<file path="config.mk">
export PLATFORM = sky130hd
export DESIGN_NAME = sr_cmd_pulse_gen
export DESIGN_NICKNAME = d
export VERILOG_FILES = /design/src/rtl/sr_cmd_pulse_gen.sv
export SDC_FILE = /design/constraint.sdc
export NUM_CORES = 1
export LEC_CHECK = 0
export BUFFER_PORTS_ARGS = -buffer_cell sky130_fd_sc_hd__buf_2
export CORE_UTILIZATION = 48
export DETAILED_ROUTE_END_ITERATION = 7
export GPL_TIMING_DRIVEN = 0
export PLACE_DENSITY_LB_ADDON = 0.15
export SLEW_MARGIN = 40
export SYNTH_ARGS = -nofsm -noshare
export SYNTH_HDL_FRONTEND = slang
export SYNTH_SLANG_ARGS = --single-unit
export TNS_END_PERCENT = 50
</file>
<file path="constraint.sdc">
create_clock -name clk -period 1.2 [get_ports clk]
set_input_delay 0.12 -clock clk [delete_from_list [all_inputs] [get_ports clk]]
set_output_delay 0.12 -clock clk [all_outputs]
set_load 0.02 [all_outputs]
</file>
<file path="src/rtl/sr_cmd_pulse_gen.sv">
// sr_cmd_pulse_gen: command front-end for a downstream SR flip-flop.
// Two raw asynchronous request levels (set_req, clr_req) are synchronized,
// debounced and edge-detected. Each edge becomes a pending command. A small
// IDLE/PULSE/HOLD FSM issues single-cycle, mutually exclusive s/r pulses
// with a guard gap after each one, so the flip-flop never sees s=r=1.
// Optional feature macro: SR_REDUNDANT_FILTER_EN. When it is defined, a
// command that would not change q_fb is discarded without a pulse.
// Bit index 0 of the per-input vectors is the set path, index 1 is clear.

module sr_cmd_pulse_gen #(
    parameter int DEB_CYCLES     = 4,
    parameter int HOLD_CYCLES    = 2,
    parameter int PRIORITY_RESET = 1
) (
    input  logic clk,
    input  logic rst_n,
    input  logic set_req,
    input  logic clr_req,
    input  logic q_fb,
    output logic s,
    output logic r,
    output logic busy,
    output logic conflict
);

    localparam int DEB_W  = $clog2(DEB_CYCLES + 1);
    localparam int HOLD_W = (HOLD_CYCLES > 1) ? $clog2(HOLD_CYCLES) : 1;
    // The counter flips the level on the edge where it would reach DEB_CYCLES.
    localparam logic [DEB_W-1:0]  DEB_LAST  = DEB_W'(DEB_CYCLES - 1);
    // Remaining hold cycles after the first HOLD cycle.
    localparam logic [HOLD_W-1:0] HOLD_LAST = HOLD_W'(HOLD_CYCLES - 1);
    localparam bit                HAS_HOLD  = (HOLD_CYCLES > 0);
    localparam bit                CLR_WINS  = (PRIORITY_RESET != 0);

    typedef enum logic [1:0] {
        ST_IDLE  = 2'd0,
        ST_PULSE = 2'd1,
        ST_HOLD  = 2'd2
    } state_e;

    // Synchronizer, debounce and edge-detect state.
    logic [1:0]       sync1_q, sync1_d;
    logic [1:0]       sync2_q, sync2_d;
    logic [1:0]       deb_q, deb_d;
    logic [1:0]       deb_prev_q, deb_prev_d;
    logic [DEB_W-1:0] cnt_q [2];
    logic [DEB_W-1:0] cnt_d [2];
    logic [1:0]       rise_s;

    // Command state.
    logic [1:0]        pend_q, pend_d;
    state_e            state_q, state_d;
    logic [HOLD_W-1:0] hold_cnt_q, hold_cnt_d;
    logic              s_q, s_d;
    logic              r_q, r_d;
    logic              busy_q, busy_d;
    logic              conflict_q, conflict_d;
    logic              win_set_s;
    logic              drop_s;

`ifndef SR_REDUNDANT_FILTER_EN
    logic unused_q_fb;
    assign unused_q_fb = q_fb;
`endif

    // Synchronize both requests and debounce each synced level.
    always_comb begin
        sync1_d    = {clr_req, set_req};
        sync2_d    = sync1_q;
        deb_d      = deb_q;
        deb_prev_d = deb_q;
        for (int i = 0; i < 2; i++) begin
            cnt_d[i] = {DEB_W{1'b0}};
            if (sync2_q[i] != deb_q[i]) begin
                if (cnt_q[i] == DEB_LAST) begin
                    deb_d[i] = ~deb_q[i];
                    cnt_d[i] = {DEB_W{1'b0}};
                end else begin
                    cnt_d[i] = cnt_q[i] + {{(DEB_W-1){1'b0}}, 1'b1};
                end
            end else begin
                cnt_d[i] = {DEB_W{1'b0}};
            end
        end
        // Debounced levels reset to 0, so a level already high at reset
        // release shows up here as a rising edge.
        rise_s = deb_q & ~deb_prev_q;
    end

    // Pending-flag bookkeeping, arbitration and pulse/hold sequencing.
    always_comb begin
        state_d    = state_q;
        hold_cnt_d = hold_cnt_q;
        pend_d     = pend_q | rise_s;
        s_d        = 1'b0;
        r_d        = 1'b0;
        conflict_d = 1'b0;
        win_set_s  = 1'b0;
        drop_s     = 1'b0;
        case (state_q)
            ST_IDLE: begin
                if (pend_q != 2'b00) begin
                    conflict_d = pend_q[0] & pend_q[1];
                    if (pend_q[0] & pend_q[1]) begin
                        win_set_s = ~CLR_WINS;
                    end else begin
                        win_set_s = pend_q[0];
                    end
                    // Every flag seen here is consumed: the winner is issued,
                    // a losing flag is dropped. Fresh edges survive.
                    pend_d = rise_s;
`ifdef SR_REDUNDANT_FILTER_EN
                    drop_s = win_set_s ? q_fb : ~q_fb;
`else
                    drop_s = 1'b0;
`endif
                    if (drop_s) begin
                        state_d = ST_IDLE;
                    end else begin
                        state_d = ST_PULSE;
                        s_d     = win_set_s;
                        r_d     = ~win_set_s;
                    end
                end else begin
                    state_d = ST_IDLE;
                end
            end
            ST_PULSE: begin
                if (HAS_HOLD) begin
                    state_d    = ST_HOLD;
                    hold_cnt_d = HOLD_LAST;
                end else begin
                    state_d = ST_IDLE;
                end
            end
            ST_HOLD: begin
                if (hold_cnt_q == {HOLD_W{1'b0}}) begin
                    state_d = ST_IDLE;
                end else begin
                    hold_cnt_d = hold_cnt_q - {{(HOLD_W-1){1'b0}}, 1'b1};
                end
            end
            default: begin
                state_d    = ST_IDLE;
                hold_cnt_d = {HOLD_W{1'b0}};
            end
        endcase
        busy_d = (state_d != ST_IDLE);
    end

    // All state registers; asynchronous reset clears everything at once.
    always_ff @(posedge clk or negedge rst_n) begin
        if (!rst_n) begin
            sync1_q    <= 2'b00;
            sync2_q    <= 2'b00;
            deb_q      <= 2'b00;
            deb_prev_q <= 2'b00;
            cnt_q[0]   <= {DEB_W{1'b0}};
            cnt_q[1]   <= {DEB_W{1'b0}};
            pend_q     <= 2'b00;
            state_q    <= ST_IDLE;
            hold_cnt_q <= {HOLD_W{1'b0}};
            s_q        <= 1'b0;
            r_q        <= 1'b0;
            busy_q     <= 1'b0;
            conflict_q <= 1'b0;
        end else begin
            sync1_q    <= sync1_d;
            sync2_q    <= sync2_d;
            deb_q      <= deb_d;
            deb_prev_q <= deb_prev_d;
            cnt_q[0]   <= cnt_d[0];
            cnt_q[1]   <= cnt_d[1];
            pend_q     <= pend_d;
            state_q    <= state_d;
            hold_cnt_q <= hold_cnt_d;
            s_q        <= s_d;
            r_q        <= r_d;
            busy_q     <= busy_d;
            conflict_q <= conflict_d;
        end
    end

    assign s        = s_q;
    assign r        = r_q;
    assign busy     = busy_q;
    assign conflict = conflict_q;

endmodule

</file>
==> summary.md <==
The run gives 0.708 as the weighted congestion reported at the end of routability-driven placement. The library cell used most frequently in the layout, excluding fill and tap cells, is sky130_fd_sc_hd__dfrtp_1. The tools report the worst setup skew after layout as 0.00794 ns. The combined global-route utilization of all metal layers was 12.6%; the number of buffers added on ports was 7.

The residual overflow from global routing was 0; the wire length reported by the detailed router was 945 um. The critical path goes through ha_2 > nor2b_4 > mux2_2. The pin count of the biggest net entering global routing is 24, and the total clock sinks is 23.

The tools report the post-synth net total as 62. For the worst flop-to-flop path, the logic depth is 3. Net switching is 31.0% of the power.

The core area was 1540 sq um; the post-route worst hold slack was 0.291 ns. The first detailed-routing pass took 2 iterations. The number of buffer and inverter stages on the critical path was 0; the clock latency of the later-clocked register in the worst-skew pair was 0.29 ns.

The logs give 0.00113 V for the worst vdd rail ir drop and 0.00146 W for the cell internal power dissipation. The initial antenna violation count is 0. The number of H-tree levels is 1, and the combinational cell fraction of total power is 26.8%. For the number of vias after detailed routing, the log shows 445. The fill cell total of the finished layout came out at 122. Along the worst path, the maximum fanout reaches 2.

The part of the power in registers came out at 57.4%. From left edge to right edge, the die measures 43.0 um. For the total inserted antenna cells, the log shows 0. The power density over the cells was 2270 nW/um^2.

Among cell families on the critical path, the largest total delay comes from flip-flops. The measured slew at the worst slew-check pin came out at 0.469 ns. From synthesis to final layout, the design area changed by 16.0%.

The floorplan step defined a die boundary enclosing 1850 sq um. Setup repair after global routing left no endpoint under its margin. The run gives 0 as the number of maximum-capacitance violations. The tools report the leakage dissipation as 0.445 nW. The standard cell with the maximum stage delay on the critical path was sky130_fd_sc_hd__dfrtp_1. The post-synthesis area per instance came out at 14.7 sq um. During synthesis, Yosys emitted a total of 0 warnings. The count of nets left with antenna violations once routing finished came out at 0.

The post-synthesis instance area was 806 sq um; the number of hold violations in the final report was 0. The flow ran to the end, and the final reports show no timing, DRC or antenna violations. For this run, the register share of the synthesized area comes to 71.4%.

In this run the power spent charging and discharging nets is 0.000658 W. The setup check on the worst reg-to-reg path leaves a slack of 0.05 ns. The post-synthesis register bit count works out to 23.

The critical path in this run is classified as flip-flop to flip-flop. Per report_power, the clock group accounts for 15.8% of the total. Clock tree synthesis selected as its root buffer the cell sky130_fd_sc_hd__clkbuf_4. Counting the buffers created by CTS gives 3. The tools report the launch point of the worst reg-to-reg path as cnt_q[3].

The top cell types in the final layout, fill and taps aside, are sky130_fd_sc_hd__dfrtp_1 (23), sky130_fd_sc_hd__buf_2 (7), sky130_fd_sc_hd__o21ai_0 (6). The via count of the first global-routing pass is 436. Once the floorplan was initialized, standard cells occupied 52.3% of the core. STA classifies the critical path endpoint as a flip-flop. In this run the critical register-to-register path is captured at deb_prev_d[0]. TritonCTS built the clock tree. Once detailed placement completed, the half-perimeter wirelength came to 688 um.

Achievable clock frequency: 0.873 GHz. The tools report the first-pass GRT wire length as 1700 um. Measured against its own limit, the worst slew margin works out to 68.7%. The number of max-slew violations in the final report came out at 0. After layout, the worst path uses 95.5% of the clock period. The register clock-pin slew on the reported worst setup and hold paths was 0.12 ns; the maximum count of clock buffers along a single path was 2. In this run, distinct cell masters in the synthesized netlist total 17.

In this run the vertical extent of the chip is 43.0 um. The net count of the finished layout is 79. In the routed design, unresolved DRC markers number 0. STA classifies the critical path startpoint as a flip-flop. Cells with a size suffix above 1 make up 25.4% of the layout. The via count normalized by instance count was 5.11; the number of top-level pins was 9. For this run, the slowest stage of the critical path takes 0.38 ns. The run gives 1.39 ns as the worst path required time. STA puts the critical path data arrival time at 1.33 ns. The tools report the final number of setup-violating endpoints as 0. The run gives 3 as the DRC violation total after the first TritonRoute iteration. The worst hold-check path type is primary input to asynchronous set/reset pin.

Final setup TNS: 0 ns. The post-synthesis cell count came out at 55. Counting I/O delays and the setup requirement, the final critical path takes 1.15 ns. The wire length per cell after detailed routing was 10.9 um.

Row generation in the floorplan step produced 14 rows.
[cells by family after synthesis]
family	synth area share, %
flops	71.4
xor+xnor	2.17
buf+inv	1.40
fa+ha+maj	3.11
mux	2.79
compound gates	4.66
simple gates	14.4
[worst max-delay path by stage]
stage                   from       endpoint  slack [ns]  cells past startpoint
finish              cnt_q[3]  deb_prev_d[0]        0.05                      3
CTS                 cnt_q[0]  deb_prev_d[1]        0.01                      3
global route        cnt_q[3]  deb_prev_d[0]       0.004                      3
floorplan           cnt_q[0]  deb_prev_d[1]        0.11                      3
global placement    cnt_q[0]  deb_prev_d[1]        0.06                      3
detailed placement  cnt_q[0]  deb_prev_d[1]        0.04                      3
[Yosys cell counts]
cell	n	share of area, %
sky130_fd_sc_hd__dfrtp_1	23	71
sky130_fd_sc_hd__o21ai_0	6	3.7
sky130_fd_sc_hd__inv_1	3	1.4
sky130_fd_sc_hd__nor2_1	3	1.4
sky130_fd_sc_hd__nor3_1	3	1.9
sky130_fd_sc_hd__ha_1	2	3.1
sky130_fd_sc_hd__mux2_2	2	2.8
sky130_fd_sc_hd__nor2b_4	2	3.4
sky130_fd_sc_hd__nor3b_1	2	1.9
sky130_fd_sc_hd__xnor2_1	2	2.2
sky130_fd_sc_hd__and2_1	1	0.78
sky130_fd_sc_hd__and3_1	1	0.78
sky130_fd_sc_hd__nand3b_1	1	0.93
sky130_fd_sc_hd__nor2b_1	1	0.78
sky130_fd_sc_hd__nor3b_2	1	1.6
sky130_fd_sc_hd__nor4b_1	1	1.1
sky130_fd_sc_hd__o21a_1	1	0.93
[power groups by stage]
stage	Sequential, W	Combinational [W]	Clock (W)
6_report	0.00122	0.000568	0.000335
5_1_grt	0.00126	0.000639	0.000374
4_1_cts	0.00122	0.000549	0.000352
3_5_place_dp	0.00124	0.000545	0
3_3_place_gp	0.00123	0.000515	0
2_1_floorplan	0.00127	0.000338	0
[per-layer routing]
| layer | track usage, % | wire [um] |
|---|---|---|
| met5 | 0 | 0 |
| met4 | 7.27 | 12 |
| met3 | 2.55 | 30 |
| met2 | 23.6 | 496 |
| met1 | 12.5 | 406 |
[area by class of cell]
cell class | count | area [sq um] | share of cell area (%)
Sequential cell | 23 | 576 | 61.6
Multi-Input combinational cell | 29 | 221 | 23.7
Timing Repair Buffer | 12 | 80.1 | 8.57
Clock buffer | 4 | 26.3 | 2.81
Tap cell | 16 | 20.0 | 2.14
Inverter | 3 | 11.3 | 1.20
[flip-flops by register name, summed over array words and instances, names as in the netlist]
register / count
cnt_q: 6
deb_prev_d: 2
deb_prev_q: 2
pend_q: 2
state_q: 2
sync1_q: 2
sync2_q: 2
busy: 1
conflict: 1
hold_cnt_q: 1
r: 1
s: 1
[metrics by stage]
step                worst slack, ns  total power [W]  instance area, sq um  instances  utilization, %
finish                       0.0543          0.00212                   935         87            60.6
global route                0.00363          0.00227                   935         87            60.6
CTS                          0.0130          0.00212                   917         85            59.5
detailed placement           0.0374          0.00178                   861         78            55.8
global placement             0.0553          0.00174                   861         78            55.8
floorplan                     0.110          0.00161                   806         55               -
[repair_timing]
| item | CTS | global route |
|---|---|---|
| setup buffers | 0 | 2 |
| hold endpoints to repair | 25 | 0 |
| setup endpoints to repair | 0 | 2 |
| hold buffers | 3 | 0 |
| gates resized for setup | 0 | 1 |
Power figures use the tool's default switching activity.
